<file path="src/rtl/axis_traffic_gen_pkg.sv">
// Shared types and helpers for the AXI4-Stream traffic generator.
package axis_traffic_gen_pkg;

  typedef enum logic [1:0] {
    ST_IDLE = 2'd0,
    ST_SEND = 2'd1,
    ST_GAP  = 2'd2,
    ST_DONE = 2'd3
  } state_t;

  // Widest tkeep the helpers support (512-bit tdata).
  localparam int KEEP_MAX = 64;

  // Mask with the low 'rem' byte lanes set; a remainder of 0 (or a full bus)
  // means the beat is completely filled.
  function automatic logic [KEEP_MAX-1:0] keep_from_rem(input logic [31:0] rem);
    logic [KEEP_MAX-1:0] mask;
    if (rem == 32'd0 || rem >= 32'(KEEP_MAX)) begin
      mask = '1;
    end else begin
      mask = (KEEP_MAX'(1) << rem) - KEEP_MAX'(1);
    end
    return mask;
  endfunction

  // Number of set bits, used to count delivered bytes per handshake.
  function automatic logic [7:0] popcount(input logic [KEEP_MAX-1:0] v);
    logic [7:0] cnt;
    cnt = '0;
    for (int i = 0; i < KEEP_MAX; i++) begin
      cnt = cnt + 8'(v[i]);
    end
    return cnt;
  endfunction

endpackage

</file>
<file path="src/rtl/axis_traffic_gen_payload.sv">
// Payload former: byte j of packet p carries (seed + p + j) mod 256.
// Purely combinational; the top holds the inputs steady while a beat stalls.
module axis_traffic_gen_payload
  import axis_traffic_gen_pkg::*;
#(
  parameter int DWIDTH    = 32,
  parameter int LEN_WIDTH = 16
) (
  input  logic [7:0]            seed,
  input  logic [7:0]            pkt_idx,
  input  logic [LEN_WIDTH-1:0]  byte_off,
  input  logic [DWIDTH/8-1:0]   keep,
  output logic [DWIDTH-1:0]     tdata
);

  logic [7:0] base;

  // Only the low byte of the offset matters because the pattern wraps mod 256.
  assign base = seed + pkt_idx + 8'(byte_off);

  genvar gi;
  generate
    for (gi = 0; gi < DWIDTH/8; gi++) begin : g_lane
      // Lanes outside tkeep are driven to zero.
      assign tdata[gi*8 +: 8] = keep[gi] ? (base + 8'(gi)) : 8'h00;
    end
  endgenerate

endmodule

</file>
<file path="src/rtl/axis_traffic_gen.sv">
// AXI4-Stream packet source: configurable length, count and inter-packet gap,
// self-describing payload, per-run packet/byte counters.
module axis_traffic_gen
  import axis_traffic_gen_pkg::*;
#(
  parameter int DWIDTH    = 32,
  parameter int LEN_WIDTH = 16,
  parameter int GAP_WIDTH = 8,
  parameter int HAS_KEEP  = 1
) (
  input  logic                  clk,
  input  logic                  rst_n,
  input  logic                  start,
  input  logic                  stop,
  input  logic [LEN_WIDTH-1:0]  cfg_pkt_len,
  input  logic [31:0]           cfg_pkt_num,
  input  logic [GAP_WIDTH-1:0]  cfg_gap,
  input  logic [7:0]            cfg_seed,
  output logic [DWIDTH-1:0]     m_axis_tdata,
  output logic                  m_axis_tvalid,
  input  logic                  m_axis_tready,
  output logic [DWIDTH/8-1:0]   m_axis_tkeep,
  output logic                  m_axis_tlast,
  output logic                  busy,
  output logic                  done,
  output logic [63:0]           sent_pkt_cnt,
  output logic [63:0]           sent_byte_cnt
);

  localparam int B = DWIDTH / 8;
  localparam logic [LEN_WIDTH-1:0] B_LEN = LEN_WIDTH'(B);

  state_t                state_reg, state_next;
  logic [LEN_WIDTH-1:0]  len_reg, len_next;        // effective packet length in bytes
  logic [LEN_WIDTH-1:0]  rem_reg, rem_next;        // bytes left including current beat
  logic [LEN_WIDTH-1:0]  off_reg, off_next;        // byte offset of current beat
  logic [31:0]           num_reg, num_next;
  logic [GAP_WIDTH-1:0]  gap_reg, gap_next;
  logic [GAP_WIDTH-1:0]  gap_cnt_reg, gap_cnt_next;
  logic [7:0]            seed_reg, seed_next;
  logic [7:0]            pkt_idx_reg, pkt_idx_next;
  logic                  stop_pend_reg, stop_pend_next;
  logic                  done_reg, done_next;
  logic [63:0]           pkt_cnt_reg, pkt_cnt_next;
  logic [63:0]           byte_cnt_reg, byte_cnt_next;

  logic                  tvalid;
  logic                  last_beat;
  logic                  hs;
  logic                  stop_any;
  logic                  run_complete;
  logic [LEN_WIDTH-1:0]  len_eff;
  logic [B-1:0]          keep_beat;
  logic [B-1:0]          keep_out;

  assign tvalid    = (state_reg == ST_SEND);
  assign last_beat = (rem_reg <= B_LEN);
  assign hs        = tvalid & m_axis_tready;
  assign stop_any  = stop_pend_reg | stop;
  assign len_eff   = (cfg_pkt_len == '0) ? LEN_WIDTH'(1) : cfg_pkt_len;
  // Packet count limit reached on the handshake that completes this packet.
  assign run_complete = (num_reg != 32'd0) && ((pkt_cnt_reg + 64'd1) == {32'd0, num_reg});

  // Partial last beat only when tkeep is in use; otherwise every beat is full.
  always_comb begin
    keep_beat = '1;
    if (HAS_KEEP != 0 && last_beat) begin
      keep_beat = B'(keep_from_rem(32'(rem_reg)));
    end
  end

  assign keep_out = tvalid ? keep_beat : '0;

  axis_traffic_gen_payload #(
    .DWIDTH    (DWIDTH),
    .LEN_WIDTH (LEN_WIDTH)
  ) u_payload (
    .seed     (seed_reg),
    .pkt_idx  (pkt_idx_reg),
    .byte_off (off_reg),
    .keep     (keep_out),
    .tdata    (m_axis_tdata)
  );

  assign m_axis_tvalid = tvalid;
  assign m_axis_tkeep  = keep_out;
  assign m_axis_tlast  = tvalid & last_beat;
  assign busy          = (state_reg == ST_SEND) || (state_reg == ST_GAP);
  assign done          = done_reg;
  assign sent_pkt_cnt  = pkt_cnt_reg;
  assign sent_byte_cnt = byte_cnt_reg;

  // Next-state and datapath update for the run FSM.
  always_comb begin
    state_next     = state_reg;
    len_next       = len_reg;
    rem_next       = rem_reg;
    off_next       = off_reg;
    num_next       = num_reg;
    gap_next       = gap_reg;
    gap_cnt_next   = gap_cnt_reg;
    seed_next      = seed_reg;
    pkt_idx_next   = pkt_idx_reg;
    stop_pend_next = stop_pend_reg;
    done_next      = done_reg;
    pkt_cnt_next   = pkt_cnt_reg;
    byte_cnt_next  = byte_cnt_reg;

    case (state_reg)
      ST_IDLE, ST_DONE: begin
        // stop is meaningless here; a simultaneous start simply wins.
        if (start) begin
          state_next     = ST_SEND;
          len_next       = len_eff;
          rem_next       = len_eff;
          off_next       = '0;
          num_next       = cfg_pkt_num;
          gap_next       = cfg_gap;
          seed_next      = cfg_seed;
          pkt_idx_next   = '0;
          stop_pend_next = 1'b0;
          done_next      = 1'b0;
          pkt_cnt_next   = '0;
          byte_cnt_next  = '0;
        end
      end

      ST_SEND: begin
        if (stop) begin
          stop_pend_next = 1'b1;
        end
        if (hs) begin
          byte_cnt_next = byte_cnt_reg + 64'(popcount(KEEP_MAX'(keep_beat)));
          if (last_beat) begin
            pkt_cnt_next = pkt_cnt_reg + 64'd1;
            pkt_idx_next = pkt_idx_reg + 8'd1;
            rem_next     = len_reg;
            off_next     = '0;
            if (run_complete || stop_any) begin
              state_next     = ST_DONE;
              done_next      = 1'b1;
              stop_pend_next = 1'b0;
            end else if (gap_reg != '0) begin
              state_next   = ST_GAP;
              gap_cnt_next = gap_reg;
            end
          end else begin
            rem_next = rem_reg - B_LEN;
            off_next = off_reg + B_LEN;
          end
        end
      end

      ST_GAP: begin
        // A stop seen during the gap ends the run without another packet.
        if (stop_any) begin
          state_next     = ST_DONE;
          done_next      = 1'b1;
          stop_pend_next = 1'b0;
        end else if (gap_cnt_reg <= GAP_WIDTH'(1)) begin
          state_next = ST_SEND;
        end else begin
          gap_cnt_next = gap_cnt_reg - GAP_WIDTH'(1);
        end
      end

      default: begin
        state_next = ST_IDLE;
      end
    endcase
  end

  // State and datapath registers; reset drops any packet in flight.
  always_ff @(posedge clk or negedge rst_n) begin
    if (!rst_n) begin
      state_reg     <= ST_IDLE;
      len_reg       <= '0;
      rem_reg       <= '0;
      off_reg       <= '0;
      num_reg       <= '0;
      gap_reg       <= '0;
      gap_cnt_reg   <= '0;
      seed_reg      <= '0;
      pkt_idx_reg   <= '0;
      stop_pend_reg <= 1'b0;
      done_reg      <= 1'b0;
      pkt_cnt_reg   <= '0;
      byte_cnt_reg  <= '0;
    end else begin
      state_reg     <= state_next;
      len_reg       <= len_next;
      rem_reg       <= rem_next;
      off_reg       <= off_next;
      num_reg       <= num_next;
      gap_reg       <= gap_next;
      gap_cnt_reg   <= gap_cnt_next;
      seed_reg      <= seed_next;
      pkt_idx_reg   <= pkt_idx_next;
      stop_pend_reg <= stop_pend_next;
      done_reg      <= done_next;
      pkt_cnt_reg   <= pkt_cnt_next;
      byte_cnt_reg  <= byte_cnt_next;
    end
  end

endmodule

</file>
<file path="config.mk">
export PLATFORM = sky130hd
export DESIGN_NAME = axis_traffic_gen
export DESIGN_NICKNAME = d
export VERILOG_FILES = /design/src/rtl/axis_traffic_gen_pkg.sv /design/src/rtl/axis_traffic_gen_payload.sv /design/src/rtl/axis_traffic_gen.sv
export SDC_FILE = /design/constraint.sdc
export NUM_CORES = 1
export LEC_CHECK = 0
export CAP_MARGIN = 15
export CORE_ASPECT_RATIO = 1.25
export CORE_UTILIZATION = 43
export CTS_CLUSTER_DIAMETER = 120
export DETAILED_ROUTE_END_ITERATION = 10
export GPL_TIMING_DRIVEN = 0
export PLACE_DENSITY = 0.75
export SYNTH_ARGS = -nofsm -noshare
export SYNTH_HDL_FRONTEND = slang
export SYNTH_SLANG_ARGS = --single-unit
</file>
<file path="constraint.sdc">
create_clock -name clk -period 6.15 [get_ports clk]
set_input_delay 1.23 -clock clk [delete_from_list [all_inputs] [get_ports clk]]
set_output_delay 1.23 -clock clk [all_outputs]
set_load 0.01 [all_outputs]
</file>
==> run metrics <==
Worst Path Required 6.61 ns; maximum vdd ir drop around 310 uV; initial antenna violation count 1; # setup viols final 0; slowest stage cell, crit path or4_1; post-synthesis cell count around 1,600; most common cell after layout, fill and taps aside clkdlybuf4s50_1; FILL cells 2,940; CP endpoint kind flip-flop; average size of a mapped cell 8.90 sq um; layout cells sized above 1 0.0830; worst-skew pair later-pin latency 0.55 ns; status finished clean; critical path, cell by cell or4_1, or3_1, nor4b_4, and3_1, nand3_1, nor3_2, fa_1, inv_1, fa_1, fa_1, and4_1, nand2_2, or3_1, nor4_4, nand3_1, or3_1, a21oi_1; HP Class flip-flop to flip-flop; postcts setup bufs 0; EDFF count, synth 0; Routed Antenna Nets 0; Top FF cell, synth dfrtp_1; largest net degree at the start of global routing 98; Vias between 10,000 and 15,000; Die ar. 33,900 sq um; CTS Hold Bufs 0; H-tree depth 1; internal power component between 4000 and 5000 uW; chip width about 170 um; register share of total power 0.294; Worst-Margin Slew ~1.2 ns; worst r2r src rem_reg[10]; worst setup path category flip-flop to flip-flop; DRC Markers 0; final core occ 0.561; die height roughly 210 um; most frequent cells in the layout clkdlybuf4s50_1 (235), dfrtp_1 (234), nor2_1 (194); combinational power share 0.449; drt first pass iters 6; final hold viol count 0; max-cap viol count 0; Root Buffer clkbuf_16; Final Max Tran Viols 0; sequential cell area fraction in the yosys report 0.410; total CTS buffers 26; global-route wire length before repair 76.2 mm; grt ovf 0; GPL Wtd Cong between 0.9 and 1; Clock Path Buffers 3; clock network fraction of total power 0.256; Synth Cell Area between 10,000 and 15,000 sq um; # port buffers about 240; NumNets Final between 1,500 and 2,000; CTS tree yes; crit-path max cell delay around 0.6 ns; Final Total Pwr approximately 7600 uW; number of synthesis warnings 0; Routed WL per cell between 20 and 25 um; cell area power density 412 nW/um^2; ys async rst share 1.00; Rows 74; skew final 0.0133 ns; Startpoint Class flip-flop; Initial Util 0.437; vias in the first global route approximately 14,000; synthesized net count ~1,700; GRT Total Usage 0.293; core box area around 33,000 sq um; DRT iter0 DRCs between 1,000 and 1,500; Tmin final 5.76 ns; via/cell ratio about 6; NetSw 2940 uW; RSZ-0062 raised after global routing true; sw frac 0.389; Sink Count roughly 230; Area Overhead vs Synth 28.4%; I/O pin cnt 237; CP arrival 6.22 ns; #FFs+latches synth 234; clock slew at reported path FFs around 0.060 ns; crit path from rem_reg[10]; fin crit share 0.937; crit-path max FO 8; final WL 49.7 mm; slew margin rel. 0.187; achievable frequency about 0.17 GHz; min-delay src len_reg[0]; leak pwr between 0.007 and 0.008 uW; post-synth cell types 71; dpl hpwl 37.0 mm
==> per-layer routing <==
layer | track usage | vias to the layer above | part of all wire
met1 | 0.342 | 6735 | 0.38
met4 | 0.132 | 0 | 0.043
met5 | 0 | - | 0
met3 | 0.0655 | 136 | 0.086
li1 | - | 6280 | -
met2 | 0.508 | 648 | 0.50
==> worst max-delay path: cells and delay by family, from the launching register on <==
kind,cells,cell delay (ns)
flip-flops,1,0.44
AO/OA/AOI/OAI,1,0.16
buffers and inverters,1,0.08
adder cells (fa/ha/maj),3,0.85
AND/OR/NAND/NOR,12,4.13
==> Yosys cell counts (4+ instances only) <==
cell | number | area [sq um]
a2111oi_0 | 6 | 52.6
o41ai_1 | 7 | 61.3
or2_2 | 4 | 25.0
and4_1 | 18 | 158
or4_1 | 6 | 45.0
clkbuf_1 | 62 | 233
o311ai_0 | 4 | 35.0
nor2b_1 | 15 | 93.8
nand3_1 | 69 | 345
o21ai_0 | 141 | 706
buf_2 | 13 | 65.1
nand2b_1 | 4 | 25.0
nor3_1 | 44 | 220
mux2_2 | 63 | 709
o22a_1 | 5 | 43.8
inv_1 | 33 | 124
a211oi_1 | 6 | 45.0
and2_1 | 19 | 119
xor2_1 | 85 | 744
mux2i_1 | 9 | 90.1
and3_1 | 32 | 200
nand4_1 | 61 | 382
a31oi_1 | 16 | 100
dfrtp_1 | 234 | 5860
nand2_1 | 150 | 563
ha_1 | 25 | 313
nor2_1 | 194 | 728
a41oi_1 | 4 | 35.0
nor4_1 | 35 | 219
xnor2_1 | 75 | 657
fa_1 | 9 | 180
or3_1 | 20 | 125
o31ai_1 | 29 | 218
a21oi_1 | 48 | 240
==> path summary, 6_finish.rpt <==
path / end / slack, ns / depth (start not counted)
max: sent_byte_cnt[62] / 0.39 / 17
min in group asynchronous: sent_pkt_cnt[44] / 0.59 / 1
max in group asynchronous: off_reg[6] / 4.68 / 2
min reg2reg: len_reg[0] / 0.49 / 2
max reg2reg: sent_byte_cnt[62] / 0.39 / 17
min: len_reg[0] / 0.49 / 2
==> area by class of cell <==
cell class,instances,area (sq um),share of cell area
antenna,1,2.50,0.000136
clock buffer,33,738,0.0402
buffer,84,360,0.0196
tap,418,523,0.0285
inverter,33,124,0.00675
sequential,234,5860,0.319
clock inverter,15,325,0.0177
timing repair buffer,239,2430,0.132
multi-input combinational,1253,7990,0.435
==> power by group through the flow <==
stage,clock (uW),sequential (uW),combinational (uW)
after floorplan,0,2140,2070
after global placement,0,2220,3290
after detailed placement,0,2240,3370
after CTS,1960,2220,3400
after global routing,2030,2260,3690
final,1940,2220,3390
==> logic make-up after synthesis <==
logic type | synth area share
simple gates | 0.241
flops | 0.410
mux | 0.0560
buf+inv | 0.0342
xor+xnor | 0.0981
compound gates | 0.126
fa+ha+maj | 0.0345
==> repair_timing <==
item                                   4_1_cts  5_1_grt
endpoints found under the hold margin        0        0
setup endpoints to repair                    8       17
resized for setup                            3        5
==> stage by stage <==
| step | instances | setup slack [ns] | instance area (sq um) | hold slack (ns) | setup TNS [ns] |
|---|---|---|---|---|---|
| after CTS | 2310 | 0.0896 | 18300 | 0.489 | 0 |
| after global placement | 2259 | -6.43 | 17200 | 0.466 | -1498.42 |
| after detailed placement | 2262 | -0.322 | 17200 | 0.476 | -1.21 |
| after floorplan | 1605 | 0.850 | 14300 | 0.443 | 0 |
| final | 2310 | 0.388 | 18300 | 0.489 | 0 |
| after global routing | 2309 | -0.0333 | 18300 | 0.513 | -0.0333 |
(Power assumes the default switching activity.)
